--- config.mk ---
export PLATFORM = sky130hd
export DESIGN_NAME = bus_master_port
export DESIGN_NICKNAME = d
export VERILOG_FILES = /design/src/rtl/vespa_bus_pkg.sv /design/src/rtl/bus_master_port.sv
export SDC_FILE = /design/constraint.sdc
export NUM_CORES = 1
export LEC_CHECK = 0
export CAP_MARGIN = 20
export CELL_PAD_IN_SITES_DETAIL_PLACEMENT = 1
export CELL_PAD_IN_SITES_GLOBAL_PLACEMENT = 2
export CORE_AREA = 2 2 142 144
export CTS_CLUSTER_DIAMETER = 50
export CTS_CLUSTER_SIZE = 14
export DETAILED_ROUTE_END_ITERATION = 7
export DIE_AREA = 0 0 144 146
export DONT_BUFFER_PORTS = 1
export PLACE_DENSITY_LB_ADDON = 0.3
export SLEW_MARGIN = 20
export SYNTH_ARGS = -nofsm -noshare
export SYNTH_HDL_FRONTEND = slang
export SYNTH_SLANG_ARGS = --single-unit
--- constraint.sdc ---
create_clock -name i_Clk -period 2 [get_ports i_Clk]
set_input_delay 0.1 -clock i_Clk [delete_from_list [all_inputs] [get_ports i_Clk]]
set_output_delay 0.1 -clock i_Clk [all_outputs]
set_load 0.02 [all_outputs]
--- src/rtl/vespa_bus_pkg.sv ---
// Shared definitions for the VeSPA peripheral register bus.
package vespa_bus_pkg;

  localparam int BUS_W        = 32;
  localparam int RESP_LAT_MAX = 7;
  localparam int LAT_W        = 3;

  typedef enum logic [1:0] {
    IDLE  = 2'd0,
    ISSUE = 2'd1,
    WAIT  = 2'd2,
    RESP  = 2'd3
  } bus_state_e;

endpackage

--- src/rtl/bus_master_port.sv ---
// Initiator port of the VeSPA register bus: one transaction in flight,
// fixed-latency response capture and a saturating error counter.
module bus_master_port
  import vespa_bus_pkg::*;
#(
  parameter int RESP_LAT  = 1,
  parameter int ERR_CNT_W = 16
) (
  input  logic                 i_Clk,
  input  logic                 i_Rst_n,
  input  logic                 i_ReqValid,
  output logic                 o_ReqReady,
  input  logic                 i_ReqWrite,
  input  logic [BUS_W-1:0]     i_ReqAddr,
  input  logic [BUS_W-1:0]     i_ReqWData,
  output logic                 o_RspValid,
  input  logic                 i_RspReady,
  output logic [BUS_W-1:0]     o_RspRData,
  output logic                 o_RspErr,
  output logic                 o_WEnable,
  output logic [BUS_W-1:0]     o_WAddr,
  output logic [BUS_W-1:0]     o_WData,
  output logic                 o_REnable,
  output logic [BUS_W-1:0]     o_RAddr,
  input  logic [BUS_W-1:0]     i_RData,
  input  logic                 i_Err,
  output logic                 o_Busy,
  output logic [ERR_CNT_W-1:0] o_ErrCount
);

  // Out-of-range latencies are clamped so the counter can never wrap.
  localparam int LAT_LOAD = (RESP_LAT < 1) ? 1 :
    ((RESP_LAT > RESP_LAT_MAX) ? RESP_LAT_MAX : RESP_LAT);

  bus_state_e state_q, state_d;

  logic                 write_q;
  logic [LAT_W-1:0]     lat_q;
  logic [BUS_W-1:0]     waddr_q;
  logic [BUS_W-1:0]     wdata_q;
  logic [BUS_W-1:0]     raddr_q;
  logic [BUS_W-1:0]     rdata_q;
  logic                 err_q;
  logic [ERR_CNT_W-1:0] err_cnt_q;

  logic accept;
  logic capture;

  assign accept  = (state_q == IDLE) && i_ReqValid;
  assign capture = (state_q == WAIT) && (lat_q == LAT_W'(1));

  always_ff @(posedge i_Clk) begin
    if (!i_Rst_n) begin
      state_q <= IDLE;
    end else begin
      state_q <= state_d;
    end
  end

  always_comb begin
    state_d    = state_q;
    o_ReqReady = 1'b0;
    o_RspValid = 1'b0;
    o_WEnable  = 1'b0;
    o_REnable  = 1'b0;
    unique case (state_q)
      IDLE: begin
        o_ReqReady = 1'b1;
        if (i_ReqValid) state_d = ISSUE;
      end
      ISSUE: begin
        o_WEnable = write_q;
        o_REnable = !write_q;
        state_d   = WAIT;
      end
      WAIT: begin
        if (lat_q == LAT_W'(1)) state_d = RESP;
      end
      RESP: begin
        o_RspValid = 1'b1;
        if (i_RspReady) state_d = IDLE;
      end
      default: state_d = IDLE;
    endcase
  end

  // Bus address/data only move on acceptance, so they hold between strobes.
  always_ff @(posedge i_Clk) begin
    if (!i_Rst_n) begin
      write_q <= 1'b0;
      waddr_q <= '0;
      wdata_q <= '0;
      raddr_q <= '0;
    end else if (accept) begin
      write_q <= i_ReqWrite;
      if (i_ReqWrite) begin
        waddr_q <= i_ReqAddr;
        wdata_q <= i_ReqWData;
      end else begin
        raddr_q <= i_ReqAddr;
      end
    end
  end

  always_ff @(posedge i_Clk) begin
    if (!i_Rst_n) begin
      lat_q <= '0;
    end else if (state_q == ISSUE) begin
      lat_q <= LAT_W'(LAT_LOAD);
    end else if (state_q == WAIT) begin
      lat_q <= lat_q - LAT_W'(1);
    end
  end

  always_ff @(posedge i_Clk) begin
    if (!i_Rst_n) begin
      rdata_q   <= '0;
      err_q     <= 1'b0;
      err_cnt_q <= '0;
    end else if (capture) begin
      rdata_q <= write_q ? '0 : i_RData;
      err_q   <= i_Err;
      if (i_Err && (err_cnt_q != '1)) begin
        err_cnt_q <= err_cnt_q + ERR_CNT_W'(1);
      end
    end
  end

  assign o_WAddr    = waddr_q;
  assign o_WData    = wdata_q;
  assign o_RAddr    = raddr_q;
  assign o_RspRData = rdata_q;
  assign o_RspErr   = err_q;
  assign o_ErrCount = err_cnt_q;
  assign o_Busy     = (state_q != IDLE);

endmodule

==> impl_metrics.py, run 1 <==
metrics = {
    "power_and_ir_drop": {
        "power_leakage_nw": 2.78,
        "ir_worst_vdd_mv": 0.547,
        "power_density_mw_per_mm2": 1120,
    },
    "critical_path": {
        "arrival_ns": 2.23,
        "r2r_start": "lat_q[0]$_SDFFE_PN0P_",
        "r2r_slack_ns": 0.12,
        "r2r-end": "o_ErrCount[15]$_SDFFE_PN0P_",
        "r2r_cells": 5,
        "cp_max_fo": 5,
        "required_ns": 2.34,
        "path_class": "reg -> reg",
        "cp-end-kind": "flip-flop",
        "worst_setup_path_start_kind": "flip-flop",
    },
    "timing": {
        "hold_violations": 0,
        "period_needed_ns": 1.88,
        "fin_crit_sh_pct": 94.2,
        "worstMarginPinSlew_ns": 0.547,
        "max_slew_margin_pct": 63.5,
        "max_freq_ghz": 0.531,
        "slew_violations": 0,
        "grt_setup_unrepaired": "no",
        "skew_ns": 0.00868,
        "setup_viol": 0,
        "fin_tns_setup_ns": 0,
    },
    "logic_synthesis": {
        "synth_area_mm2": 0.00573,
        "synth_top_area_share_pct": 52.7,
        "synth_seq_cells": 151,
        "synth_area_leaders": "dfxtp_1 53%, nand2_1 14%, a21oi_1 12%, nor3b_1 4.2%, nor2_1 2.9%",
        "synth_top_area_cell": "dfxtp_1",
        "syn-instance-count": 710,
        "yosysUniqueCellTypes": 39,
        "avgSynthCellArea_um2": 8.07,
        "yosys_warnings": 0,
        "ys_seq_area_share_pct": 52.7,
        "synth_nets": 820,
    },
    "routing": {
        "vias": 5331,
        "post_drt_via_cell_ratio": 4.94,
        "drc": 0,
        "wl_um": 19000,
        "drt_iter0_drc": 119,
        "routedWlPerCell_um": 17.6,
        "firstDrtPassIters": 4,
        "ant_nets": 0,
    },
    "clocking": {
        "clock-sinks": 151,
        "clkLatencyLatePin_ns": 0.41,
        "cts.root.buffer_cell": "clkbuf_16",
        "tritoncts": "done",
        "h-tree-depth": 4,
        "numCtsBuffers": 17,
        "cts.path.max_buffers": 2,
        "clk_pin_slew_ns": 0.06,
    },
    "status": {
        "status": "finished, final reports clean",
    },
    "cells_and_area": {
        "fillers": 2258,
        "final_area_mm2": 0.00778,
        "syn2layout_area_growth_pct": 35.7,
        "layout_common_cells": "209 x nand2_1, 150 x dfxtp_1, 140 x a21oi_1",
        "drive_gt1_share_pct": 8.96,
        "layout_commonest_cell": "nand2_1",
        "diodes": 0,
        "nNetsFinal": 915,
    },
    "flow_run": {
        "cap_violations": 0,
    },
    "placement": {
        "portBuffers": 0,
        "place_area_mm2": 0.00620,
        "place_hpwl_um": 12900,
        "gp_congestion": 0.759,
    },
    "global_routing": {
        "grt-ovfl-total": 0,
        "grt_max_degree": 66,
        "grt_pass1_wl_um": 29200,
        "grt_pass1_vias": 5668,
        "grt_usage_pct": 17.5,
        "antenna_found_initial": 0,
    },
    "die": {
        "dieArea_mm2": 0.0210,
        "rows": 51,
        "ios": 252,
        "die_w_um": 144,
        "initial_core_util_pct": 29.7,
        "core_area_mm2": 0.0193,
        "die_y_um": 146,
    },
    "min_path": {
        "hold_path.class": "in -> reg",
        "min_from": "i_RData[24]",
        "whs_endpoint": "o_RspRData[24]$_SDFFE_PN0P_",
        "hold_depth": 3,
    },
}
-- worst max path at each step --
stage,from,endpoint,cells after the start
floorplan,state_q[0]$_SDFFE_PN0P_,o_ErrCount[15]$_SDFFE_PN0P_,8
global placement,lat_q[1]$_SDFFE_PP0P_,o_ErrCount[15]$_SDFFE_PN0P_,6
detailed placement,lat_q[0]$_SDFFE_PN0P_,o_ErrCount[15]$_SDFFE_PN0P_,5
CTS,lat_q[0]$_SDFFE_PN0P_,o_ErrCount[15]$_SDFFE_PN0P_,5
global route,lat_q[0]$_SDFFE_PN0P_,o_ErrCount[13]$_SDFFE_PN0P_,5
finish,lat_q[0]$_SDFFE_PN0P_,o_ErrCount[15]$_SDFFE_PN0P_,5
-- critical path, stage by stage, from the launching register on --
cell and delay, ns:
dfxtp_1 0.38, ha_2 0.24, nand4b_4 0.12, or4_4 0.46, or4_1 0.49, a21oi_1 0.13
-- cells by family after synthesis --
family / synth area share [%]
compound gates: 14.4
xor+xnor: 0.153
fa+ha+maj: 1.75
buf+inv: 4.02
flops: 52.7
mux: 1.05
simple gates: 25.9
-- flip-flops by register name, summed over array words and instances, names as in the netlist --
| signal | count |
|---|---|
| write_q | 1 |
| o_RAddr | 32 |
| o_RspRData | 32 |
| lat_q | 3 |
| o_WData | 32 |
| o_WAddr | 32 |
| state_q | 2 |
| o_RspErr | 1 |
| o_ErrCount | 16 |
-- report_power, final --
| group | total [mW] | internal (mW) | switching [mW] |
|---|---|---|---|
| logic | 1.54 | 0.597 | 0.944 |
| registers | 3.80 | 3.29 | 0.508 |
| clock network | 3.39 | 2.16 | 1.23 |
| total | 8.73 | 6.05 | 2.68 |
-- area by class of cell --
cell class / count / area (um2) / share of cell area (%)
flip-flops and latches: 151 / 3020 / 38.9
inverters: 9 / 36.3 / 0.466
clock buffers: 20 / 467 / 6.00
multi-input cells: 500 / 2500 / 32.1
clock inverters: 9 / 150 / 1.93
repair buffers: 126 / 1270 / 16.4
well taps: 265 / 332 / 4.26
-- cells in the mapped netlist (all sizes together) --
cell	instances
o21ai	5
clkbuf	41
inv	9
nor3b	32
mux2i	6
buf	9
nand2b	4
o31ai	4
a222oi	1
xor2	1
nor3	3
or2	1
nand3	6
and2	1
a211oi	3
o41ai	1
or4	5
or3	4
nor4	3
nor4b	1
nor2	44
nand3b	1
a31oi	3
and3	2
a21oi	140
ha	8
dfxtp	151
nand4	6
and4b	1
nand4b	1
or2b	1
nand2	209
a41oi	1
and4	2
-- layer usage --
metal / vias up / global-route usage, % / part of all wire (%)
met5: - / 0 / 0
met4: 0 / 7.01 / 2.2
met3: 30 / 6.32 / 8.8
met2: 173 / 31.4 / 50
met1: 2564 / 18.5 / 39
li1: 2564 / - / -
-- repair_timing --
action / 4_1_cts / 5_1_grt
setup buffers: 0 / 0
setup endpoints to repair: 0 / 10
endpoints found under the hold margin: 135 / 0
hold buffers: 96 / 0
resized for setup: 0 / 3
-- metrics by stage --
stage          hold slack [ns]  instances  power [mW]  worst slack (ns)  utilization [%]
2_1_floorplan            0.236        710        4.76            0.0679                -
3_3_place_gp             0.238        955        5.17            0.0947             32.0
3_5_place_dp             0.244        955        5.26            0.0471             32.0
4_1_cts                0.00262       1080        8.85            0.0339             40.2
5_1_grt                 0.0289       1080        9.20            0.0343             40.3
6_report                0.0212       1080        8.73             0.116             40.3
(Power assumes the default switching activity.)
==> run 2, diff against run 1 <==
Settings changed: CELL_PAD_IN_SITES_DETAIL_PLACEMENT 1 to 2.
==> run 2 against run 1 <==
Combinational power grew 6%. Die area stayed put. Via count grew 3.1%. Final area grew 0.39%. Wire length is 17% higher. Utilization up 0.16 points. Clock power increased by 2%. Fmax is 1.7% lower. Global-route usage rose by 3.3 points. Register-to-register slack worse by 0.03 ns. Critical endpoint is now o_ErrCount[13]$_SDFFE_PN0P_. Largest power group unchanged.
==> impl_metrics.py, run 2 (same netlist as run 1, synthesis figures left out) <==
metrics = {
    "clocking": {
        "clock-sinks": 151,
        "cts.path.max_buffers": 2,
        "tritoncts": "done",
        "numCtsBuffers": 17,
        "cts.root.buffer_cell": "clkbuf_16",
        "postCtsSetupBuffers": 0,
        "h-tree-depth": 4,
        "clkLatencyLatePin_ns": 0.43,
        "clk_pin_slew_ns": 0.07,
    },
    "timing": {
        "max_slew_margin_pct": 61.3,
        "fin_crit_sh_pct": 95.9,
        "skew_ns": 0.00872,
        "period_needed_ns": 1.92,
        "slew_violations": 0,
        "hold_violations": 0,
        "max_freq_ghz": 0.522,
        "worstMarginPinSlew_ns": 0.575,
        "fin_tns_setup_ns": 0,
        "setup_viol": 0,
        "grt_setup_unrepaired": "no",
    },
    "critical_path": {
        "required_ns": 2.34,
        "crit_slowest_cell": "or4_4",
        "r2r_start": "lat_q[1]$_SDFFE_PP0P_",
        "cp-end-kind": "flip-flop",
        "cp_max_fo": 5,
        "crit_start": "lat_q[1]$_SDFFE_PP0P_",
        "worst_setup_path_start_kind": "flip-flop",
        "cp_cell_sequence": "inv_1 -> ha_4 -> nand4b_4 -> or4_4 -> or4_1 -> a21oi_1",
        "path_class": "reg -> reg",
        "cp_slowest_stage_delay_ns": 0.47,
        "r2r_slack_ns": 0.08,
        "arrival_ns": 2.26,
    },
    "global_routing": {
        "grt_usage_pct": 20.9,
        "grt_max_degree": 66,
        "antenna_found_initial": 1,
        "grt-ovfl-total": 0,
        "grt_pass1_vias": 6182,
        "grt_pass1_wl_um": 34000,
    },
    "routing": {
        "drc": 0,
        "firstDrtPassIters": 4,
        "wl_um": 22100,
        "routedWlPerCell_um": 20.4,
        "ant_nets": 0,
        "drt_iter0_drc": 125,
        "vias": 5498,
        "post_drt_via_cell_ratio": 5.08,
    },
    "power_and_ir_drop": {
        "p_sw_mw": 2.90,
        "clkPwrFrac_pct": 38.9,
        "swShare_pct": 32.5,
        "intPower_mw": 6.02,
        "pwr-share-comb_pct": 18.3,
        "ir_worst_vdd_mv": 0.615,
        "power_leakage_nw": 2.79,
        "power_density_mw_per_mm2": 1140,
        "seqPwrFrac_pct": 42.9,
    },
    "cells_and_area": {
        "drive_gt1_share_pct": 9.42,
        "fin_util_pct": 40.4,
        "final_area_mm2": 0.00781,
        "syn2layout_area_growth_pct": 36.3,
        "layout_commonest_cell": "nand2_1",
        "fillers": 2098,
        "nNetsFinal": 914,
        "layout_common_cells": "209 x nand2_1, 148 x dfxtp_1, 140 x a21oi_1",
    },
    "placement": {
        "gp_congestion": 0.759,
        "place_area_mm2": 0.00620,
        "place_hpwl_um": 14100,
        "portBuffers": 0,
    },
    "flow_run": {
        "cap_violations": 0,
    },
    "die": {
        "die_w_um": 144,
        "rows": 51,
        "initial_core_util_pct": 29.7,
        "core_area_mm2": 0.0193,
        "die_y_um": 146,
        "ios": 252,
        "dieArea_mm2": 0.0210,
    },
    "min_path": {
        "min_from": "i_RData[4]",
        "hold_path.class": "in -> reg",
    },
    "status": {
        "status": "finished, final reports clean",
    },
}
==> run 2: cell types whose count changed in the layout (fill, tap and decap cells not counted), sizes merged <==
cell         before  now
clkbuf           20   19
diode             0    1
dlygate4sd3      96   95
inv               9   13
==> run 2: metal layers <==
metal  routed length [um]  global-route usage (%)
met2                11600                    38.0
met1                 7960                    21.0
met4                  692                    9.41
met5                    0                       0
met3                 1920                    7.77
==> run 2: worst paths after layout <==
| path | to | cells after the start |
|---|---|---|
| setup reg to reg | o_ErrCount[13]$_SDFFE_PN0P_ | 6 |
| hold / removal | o_RspRData[4]$_SDFFE_PN0P_ | 3 |
| hold reg to reg | lat_q[1]$_SDFFE_PP0P_ | 2 |
| setup / recovery | o_ErrCount[13]$_SDFFE_PN0P_ | 6 |
==> run 2: cell type report <==
class / count / area [um2] / share of cell area, %
diodes: 1 / 2.50 / 0.0320
clock buffers: 19 / 433 / 5.54
clock inverters: 13 / 195 / 2.50
inverters: 9 / 36.3 / 0.464
multi-input cells: 500 / 2520 / 32.3
flip-flops and latches: 151 / 3030 / 38.7
well taps: 265 / 332 / 4.24
repair buffers: 125 / 1260 / 16.2
==> run 2: power by group through the flow <==
stage                     clock network, mW  registers [mW]  logic, mW
after floorplan                           0            3.78      0.985
after global placement                    0            3.85       1.32
after detailed placement                  0            3.87       1.42
after CTS                              3.57            3.81       1.60
after global routing                   3.70            3.86       1.84
final                                  3.47            3.82       1.63
==> run 2: through the flow <==
step           cells  setup WS, ns  power, mW  hold slack (ns)
6_report        1083        0.0825       8.92           0.0106
5_1_grt         1083        0.0131       9.40           0.0356
4_1_cts         1082        0.0358       8.98          0.00188
3_5_place_dp     955      -0.00419       5.29            0.244
3_3_place_gp     955        0.0947       5.17            0.238
2_1_floorplan    710        0.0679       4.76            0.236
==> run 2: repair_timing <==
action / CTS / global route
endpoints found under the hold margin: 134 / 0
hold buffers: 95 / 0
cloned: 0 / 0
pin swaps: 0 / 1
endpoints found under the setup margin: 3 / 25
gates resized for setup: 2 / 6
==> run 2: critical path, delay by kind of cell, from the launching register on <==
kind,cells,cell delay [ns]
simple gates,3,1.04
fa+ha+maj,1,0.17
compound gates,1,0.19
flops,1,0.31
buf+inv,1,0.12
==> run 3, diff against run 2 <==
Settings changed: CORE_AREA 2 2 142 144 to 2 2 133 135, DIE_AREA 0 0 144 146 to 0 0 135 137.
Clock period 2 ns to 1.8 ns, I/O delays scaled along.
==> run 3 against run 2 <==
Hold slack improved by 0.016 ns. Global-route usage up 2.1 points. Via count increased by 0.44%. Clock-buffer cell count is the same. Clock skew increased by 0.0019 ns. Sequential cell count is the same. Non-clock buffer count increased by 10. Die area decreased by 12%. Fmax rose by 8.7%. Worst setup slack lost 0.047 ns. Largest cell class unchanged. Highest routed layer unchanged.
==> impl_metrics.py, run 3 (same netlist as run 1, synthesis figures left out) <==
metrics = {
    "status": {
        "status": "finished, final reports clean",
    },
    "global_routing": {
        "grt_pass1_vias": 6217,
        "grt-ovfl-total": 0,
        "grt_max_degree": 66,
        "grt_pass1_wl_um": 33000,
        "antenna_found_initial": 0,
        "grt_usage_pct": 23.0,
    },
    "critical_path": {
        "worst_setup_path_start_kind": "flip-flop",
        "path_class": "reg -> reg",
        "arrival_ns": 2.11,
        "cp_max_fo": 6,
        "r2r_cells": 6,
        "required_ns": 2.15,
        "cp-end-kind": "flip-flop",
    },
    "cells_and_area": {
        "nNetsFinal": 924,
        "syn2layout_area_growth_pct": 37.3,
        "drive_gt1_share_pct": 12.8,
        "layout_common_cells": "209 x nand2_1, 143 x dfxtp_1, 137 x a21oi_1",
        "layout_commonest_cell": "nand2_1",
        "diodes": 0,
    },
    "power_and_ir_drop": {
        "ir_worst_vdd_mv": 0.704,
        "power_mw": 9.74,
        "power_leakage_nw": 2.83,
        "power_density_mw_per_mm2": 1240,
    },
    "die": {
        "die_y_um": 137,
        "rows": 48,
        "ios": 252,
        "die_w_um": 135,
        "initial_core_util_pct": 33.6,
        "core_area_mm2": 0.0171,
        "dieArea_mm2": 0.0185,
    },
    "timing": {
        "setup_viol": 0,
        "skew_ns": 0.0106,
        "max_slew_margin_pct": 58.1,
        "period_needed_ns": 1.76,
        "worstMarginPinSlew_ns": 0.627,
        "grt_setup_unrepaired": "yes",
        "max_freq_ghz": 0.567,
        "fin_tns_setup_ns": 0,
        "fin_crit_sh_pct": 98.0,
        "hold_violations": 0,
        "slew_violations": 0,
        "holdWs_ns": 0.0262,
    },
    "min_path": {
        "hold_path.class": "in -> reg",
        "hold_depth": 4,
    },
    "routing": {
        "vias": 5522,
        "routedWlPerCell_um": 20.8,
        "firstDrtPassIters": 4,
        "drt_iter0_drc": 141,
        "post_drt_via_cell_ratio": 5.25,
        "wl_um": 21800,
        "drc": 0,
        "ant_nets": 0,
    },
    "clocking": {
        "cts.path.max_buffers": 2,
        "clkLatencyLatePin_ns": 0.42,
        "cts.root.buffer_cell": "clkbuf_16",
        "tritoncts": "done",
        "clk_pin_slew_ns": 0.06,
        "clock-sinks": 151,
        "h-tree-depth": 4,
        "numCtsBuffers": 17,
    },
    "placement": {
        "place_hpwl_um": 13800,
        "portBuffers": 0,
        "gp_congestion": 0.751,
    },
    "flow_run": {
        "cap_violations": 0,
    },
}
[run 3: changes by cell type in the layout (fill, tap and decap cells not counted), moves of 2 or more]
cell,before,now
inv_6,3,1
clkinv_4,2,5
a21oi_1,140,137
dfxtp_2,3,7
buf_4,23,34
o31ai_2,0,2
bufinv_16,4,2
o31ai_1,4,2
dfxtp_1,148,143
a21oi_2,0,3
[run 3: final timing paths]
check	from	slack, ns	endpoint
max	state_q[0]$_SDFFE_PN0P_	0.04	o_ErrCount[11]$_SDFFE_PN0P_
min	i_ReqWrite	0.03	o_RAddr[18]$_SDFFE_PN0P_
max reg2reg	state_q[0]$_SDFFE_PN0P_	0.04	o_ErrCount[11]$_SDFFE_PN0P_
min reg2reg	o_ErrCount[1]$_SDFFE_PN0P_	0.50	o_ErrCount[1]$_SDFFE_PN0P_
[run 3: power breakdown]
group	leakage (nW)	internal [mW]	total [mW]	switching, mW
Combinational	1.31	0.752	1.90	1.15
Clock	0.285	2.10	3.60	1.51
Sequential	1.23	3.66	4.24	0.576
Total	2.83	6.51	9.74	3.23
[run 3: critical path, cell delays in order, from the launching register on]
cell and delay (ns):
dfxtp_2 0.33, inv_4 0.07, ha_4 0.15, nand4b_4 0.09
or4_4 0.46, or4_4 0.43, a21oi_2 0.14
[run 3: layer usage]
| metal | global-route usage, % | part of all wire, % | vias up | wire length (um) |
|---|---|---|---|---|
| li1 | - | - | 2584 | - |
| met1 | 23.3 | 38 | 2716 | 8230 |
| met2 | 43.2 | 53 | 189 | 11500 |
| met3 | 7.56 | 7.4 | 33 | 1620 |
| met4 | 9.43 | 2.3 | 0 | 493 |
| met5 | 0 | 0 | - | 0 |
[run 3: final cells by class]
class	count	area, um2
clock buffers	19	443
clock inverters	13	149
fillers	1858	9180
inverters	9	38.8
multi-input cells	500	2590
flip-flops and latches	151	3040
well taps	225	282
repair buffers	135	1340
[run 3: per-stage QoR]
step           instances  cell area (um2)  utilization (%)  worst slack, ns
2_1_floorplan        710             5760                -          -0.0318
3_3_place_gp         923             6230             36.5          -0.0170
3_5_place_dp         923             6230             36.5           -0.136
4_1_cts             1049             7780             45.6          -0.0345
5_1_grt             1052             7870             46.2          -0.0236
6_report            1052             7870             46.2           0.0357
[run 3: timing repair]
item	CTS	global route
hold buffers	94	0
setup buffers	0	3
pin swaps	0	2
endpoints found under the setup margin	12	17
resized for setup	5	18
hold endpoints to repair	136	0
